<file path="src/rtl/pulse_train_gen.sv">
// rtl/pulse_train_gen.sv - programmable pulse train generator with busy/done status
module pulse_train_gen #(
    parameter int LEN_W = 8,
    parameter int NUM_W = 8
) (
    input  logic             clk,
    input  logic             reset,
    input  logic             start,
    input  logic [LEN_W-1:0] high_len,
    input  logic [LEN_W-1:0] low_len,
    input  logic [NUM_W-1:0] num_pulses,
    input  logic             abort,
    output logic             signal,
    output logic             busy,
    output logic             done,
    output logic [NUM_W-1:0] pulse_cnt
);

    typedef enum logic [1:0] {
        ST_IDLE,
        ST_HIGH,
        ST_LOW
    } state_t;

    localparam logic [LEN_W-1:0] LEN_ONE = {{(LEN_W-1){1'b0}}, 1'b1};
    localparam logic [NUM_W-1:0] NUM_ONE = {{(NUM_W-1){1'b0}}, 1'b1};

    state_t           state_q, state_d;
    logic             signal_q, signal_d;
    logic             busy_q, busy_d;
    logic             done_q, done_d;
    logic [NUM_W-1:0] pulse_cnt_q, pulse_cnt_d;
    logic [LEN_W-1:0] h_q, h_d;
    logic [LEN_W-1:0] l_q, l_d;
    logic [NUM_W-1:0] n_q, n_d;
    // phase_q counts the cycles left in the current phase minus one
    logic [LEN_W-1:0] phase_q, phase_d;
    logic [NUM_W-1:0] pulse_cnt_inc;

    assign pulse_cnt_inc = pulse_cnt_q + NUM_ONE;

    // Next-state and registered-output computation; done is a one-cycle strobe
    always_comb begin
        state_d     = state_q;
        signal_d    = signal_q;
        busy_d      = busy_q;
        done_d      = 1'b0;
        pulse_cnt_d = pulse_cnt_q;
        h_d         = h_q;
        l_d         = l_q;
        n_d         = n_q;
        phase_d     = phase_q;
        case (state_q)
            ST_IDLE: begin
                if (start && !abort) begin
                    if (num_pulses == '0 || high_len == '0) begin
                        done_d      = 1'b1;
                        pulse_cnt_d = '0;
                    end else begin
                        h_d         = high_len;
                        // A zero low phase would merge pulses; stretch it to one cycle
                        l_d         = (low_len == '0) ? LEN_ONE : low_len;
                        n_d         = num_pulses;
                        pulse_cnt_d = '0;
                        signal_d    = 1'b1;
                        busy_d      = 1'b1;
                        phase_d     = high_len - LEN_ONE;
                        state_d     = ST_HIGH;
                    end
                end
            end
            ST_HIGH: begin
                if (abort) begin
                    signal_d = 1'b0;
                    busy_d   = 1'b0;
                    state_d  = ST_IDLE;
                end else if (phase_q == '0) begin
                    pulse_cnt_d = pulse_cnt_inc;
                    signal_d    = 1'b0;
                    if (pulse_cnt_inc == n_q) begin
                        busy_d  = 1'b0;
                        done_d  = 1'b1;
                        state_d = ST_IDLE;
                    end else begin
                        phase_d = l_q - LEN_ONE;
                        state_d = ST_LOW;
                    end
                end else begin
                    phase_d = phase_q - LEN_ONE;
                end
            end
            ST_LOW: begin
                if (abort) begin
                    signal_d = 1'b0;
                    busy_d   = 1'b0;
                    state_d  = ST_IDLE;
                end else if (phase_q == '0) begin
                    signal_d = 1'b1;
                    phase_d  = h_q - LEN_ONE;
                    state_d  = ST_HIGH;
                end else begin
                    phase_d = phase_q - LEN_ONE;
                end
            end
            default: begin
                signal_d = 1'b0;
                busy_d   = 1'b0;
                state_d  = ST_IDLE;
            end
        endcase
    end

    // State and output registers with synchronous reset taking priority
    always_ff @(posedge clk) begin
        if (reset) begin
            state_q     <= ST_IDLE;
            signal_q    <= 1'b0;
            busy_q      <= 1'b0;
            done_q      <= 1'b0;
            pulse_cnt_q <= '0;
            h_q         <= '0;
            l_q         <= '0;
            n_q         <= '0;
            phase_q     <= '0;
        end else begin
            state_q     <= state_d;
            signal_q    <= signal_d;
            busy_q      <= busy_d;
            done_q      <= done_d;
            pulse_cnt_q <= pulse_cnt_d;
            h_q         <= h_d;
            l_q         <= l_d;
            n_q         <= n_d;
            phase_q     <= phase_d;
        end
    end

    assign signal    = signal_q;
    assign busy      = busy_q;
    assign done      = done_q;
    assign pulse_cnt = pulse_cnt_q;

endmodule

</file>
<file path="config.mk">
export PLATFORM = sky130hd
export DESIGN_NAME = pulse_train_gen
export DESIGN_NICKNAME = d
export VERILOG_FILES = /design/src/rtl/pulse_train_gen.sv
export SDC_FILE = /design/constraint.sdc
export NUM_CORES = 1
export LEC_CHECK = 0
export CAP_MARGIN = 20
export CORE_UTILIZATION = 50
export CTS_CLUSTER_SIZE = 40
export DETAILED_ROUTE_END_ITERATION = 7
export PLACE_DENSITY_LB_ADDON = 0.15
export SYNTH_ARGS = -nofsm -noshare
export SYNTH_HDL_FRONTEND = slang
export SYNTH_SLANG_ARGS = --single-unit
</file>
<file path="constraint.sdc">
create_clock -name clk -period 2.2 [get_ports clk]
set_input_delay 0.22 -clock clk [delete_from_list [all_inputs] [get_ports clk]]
set_output_delay 0.22 -clock clk [all_outputs]
set_load 0.05 [all_outputs]
</file>
==> impl_metrics.toml <==
[floorplanning]
core_um2 = 5570
io_pins = 39
die_h_um = 78.4
rows = 27
die_x_um = 78.4
design.die.area_um2 = 6150
start_util_pct = 52.4

[logic_synthesis]
yosysTopAreaCellShare_pct = 30.9
synth.area.top_cells = "dfxtp_1 31%, mux2i_1 8.9%, nor2_1 6.4%"
netlist-cell-type-count = 51
synth-warning-count = 0
ys_async_sr_fraction_pct = 0
ys.flop_type = "dfxtp_1"
syn_inst = 361
syn_area_um2 = 2920
yosysMostFrequentCell = "nor2_1"
ys_ff_latch = 45
synth_edf_count = 0
syn-mean-instance-area_um2 = 8.09
ys_top_cells_by_count = "50 x nor2_1, 45 x dfxtp_1, 26 x a21oi_1, 26 x mux2i_1, 21 x nand2_1"
synth_top_area_cell = "dfxtp_1"
syn_nets = 399
synth_seq_area_share_pct = 30.9

[route]
wl_um = 7510
vias_per_cell = 5.69
antenna_left = 0
drt_pre_antenna_iters = 4
wl_per_cell_um = 14.9
drt_iter0_markers = 125
drc_errors = 0
num_vias = 2860

[timing]
fmax_ghz = 0.476
hold_slack_ns = 0.500
fin_crit_sh_pct = 95.5
finalHoldViolCount = 0
tightest_slew_ns = 0.498
setup_viol = 0
fin_ws_ns = 0.0981
maxSlewViolCount = 0
relSlewSlack_pct = 66.7
period_needed_ns = 2.10
skew_ns = 0.00783

[clock_tree]
worstSkewPairLatency_ns = 0.30
numCtsBuffers = 5
cts_max_level = 2
cts_tree = "done"
cts-root-buf = "clkbuf_8"
clk_pin_slew_ns = 0.09
clk_path_buf_depth = 2
cts.sink_count = 45

[pwr]
power_density_nw_per_um2 = 836
vdd_drop_max_uv = 400
pwr-share-comb_pct = 50.7
switchingPower_w = 0.00132
p_leak_nw = 1.66
p_int_w = 0.00187
power.share.switching_pct = 41.3
power.share.sequential_pct = 32.9
clkPwrFrac_pct = 16.4

[grt]
grt_max_degree = 28
grt_overflow = 0
track_usage_pct = 26.4
grt_pass1_vias = 2766
grt_pass1_wl_um = 12800
antenna_found_initial = 0

[finish]
layout-drive-gt1-share_pct = 16.9
diodes = 0
nFillCells = 484
final_util_pct = 68.4
synthToLayoutAreaGrowth_pct = 30.5
fin_area_um2 = 3810
final_cells = 503
layout.nets = 468

[placement]
hpwl_um = 5750
dp_cells = 490
gp_congestion = 0.877
dpl_cell_area_um2 = 3610
pre_cts_slack_ns = -0.352
port_buffers = 38

[setup_path]
reg2reg_depth = 6
cp.arrival_ns = 2.32
crit_end = "busy$_SDFFE_PP0P_"
cp_slowest_cell = "or4_1"
crit_type = "register to register"
cp.depth = 6
reg2reg_to = "busy$_SDFFE_PP0P_"
cp-start-kind = "register"
cp_cell_sequence = "and3_4, nand3_4, or3_4, a2111o_1, or4_1, o2111ai_1"
critical-path-max-stage-delay_ns = 0.47
r2r-start = "pulse_cnt[0]$_SDFFE_PP0P_"
cpLargestDelayFamily = "simple AND/OR/NAND/NOR gates"
endpoint_kind = "register"
crit_path_max_fanout = 5
cp.required_ns = 2.42
r2r_slack_ns = 0.1
critPathLaunch = "pulse_cnt[0]$_SDFFE_PP0P_"
crit_buf_inv = 0

[flow_run]
drv_cap = 0

[status]
status = "complete, no violations"

[min_path]
min_path_type = "register to register"
worst reg2reg max path, stage by stage, from the launching register on:
cell and delay, ns:
dfxtp_4 0.39, and3_4 0.24, nand3_4 0.08, or3_4 0.34, a2111o_1 0.39, or4_1 0.47, o2111ai_1 0.11
cells by family after synthesis:
family	after synthesis	synth area share, %
buf+inv	34	5.23
fa+ha+maj	10	4.29
compound gates	81	18.1
simple gates	138	24.4
mux	27	9.30
flops	45	30.9
xor+xnor	26	7.80
state kept, by name (all words and copies together) (netlist names):
name	count
h_q	8
l_q	8
n_q	8
phase_q	8
pulse_cnt	8
state_q	2
busy	1
done	1
signal	1
area by class of cell:
type	instances	area (um^2)	area share, %
multi-input combinational	282	1950	51.2
clock inverter	2	15.0	0.394
tap	72	90.1	2.36
clock buffer	6	72.6	1.90
inverter	19	71.3	1.87
timing repair buffer	77	686	18.0
sequential	45	926	24.3
stage by stage:
step / TNS [ns] / total power, W
2_1_floorplan: -0.00482 / 0.00207
3_3_place_gp: -7.18 / 0.00256
3_5_place_dp: -9.30 / 0.00260
4_1_cts: 0 / 0.00313
5_1_grt: -0.0651 / 0.00343
6_report: 0 / 0.00318
layout by cell type (no fill, tap or decap), types with 3 or more instances in the layout:
cell type / n
a211oi_1: 6
a21oi_1: 26
a221oi_1: 3
a22oi_1: 3
and3_1: 3
buf_4: 38
clkbuf_8: 5
clkdlybuf4s50_1: 38
dfxtp_1: 37
dfxtp_4: 6
ha_1: 9
inv_1: 19
mux2i_1: 26
nand2_1: 20
nand2b_1: 5
nand3_1: 6
nand3b_1: 3
nor2_1: 49
nor2b_1: 3
nor3_1: 9
nor4_1: 8
o2111ai_1: 3
o211ai_1: 3
o21ai_0: 11
o21ai_1: 4
o22ai_1: 3
or3_1: 8
or4_1: 5
xnor2_1: 10
xor2_1: 16
power by group through the flow:
stage,sequential (W),clock (W),combinational (W)
2_1_floorplan,0.00109,0,0.000980
3_3_place_gp,0.00105,0,0.00151
3_5_place_dp,0.00106,0,0.00154
4_1_cts,0.00104,0.000547,0.00155
5_1_grt,0.00107,0.000582,0.00178
6_report,0.00105,0.000523,0.00161
repair_timing:
action                                  4_1_cts  5_1_grt
endpoints found under the setup margin        5       19
gates cloned                                  0        0
setup buffers                                 0        5
hold buffers                                  0        0
gates resized for setup                       2       17
pin swaps                                     1        3
worst min path at each step:
| stage | from | end | slack, ns | cells past startpoint |
|---|---|---|---|---|
| after floorplan | high_len[2] | h_q[2]$_SDFFE_PP0P_ | 0.36 | 2 |
| after global placement | pulse_cnt[7]$_SDFFE_PP0P_ | pulse_cnt[7]$_SDFFE_PP0P_ | 0.48 | 2 |
| after detailed placement | signal$_SDFFE_PP0P_ | signal$_SDFFE_PP0P_ | 0.49 | 2 |
| after CTS | signal$_SDFFE_PP0P_ | signal$_SDFFE_PP0P_ | 0.51 | 2 |
| after global routing | signal$_SDFFE_PP0P_ | signal$_SDFFE_PP0P_ | 0.52 | 2 |
| final | signal$_SDFFE_PP0P_ | signal$_SDFFE_PP0P_ | 0.50 | 2 |
routing by layer:
metal | part of all wire, % | GRT usage, %
met5 | 0 | 0
met1 | 43 | 30.9
met2 | 51 | 47.1
met4 | 2.4 | 12.2
met3 | 2.8 | 3.95
Note: power is estimated with default switching activity, not from simulation.
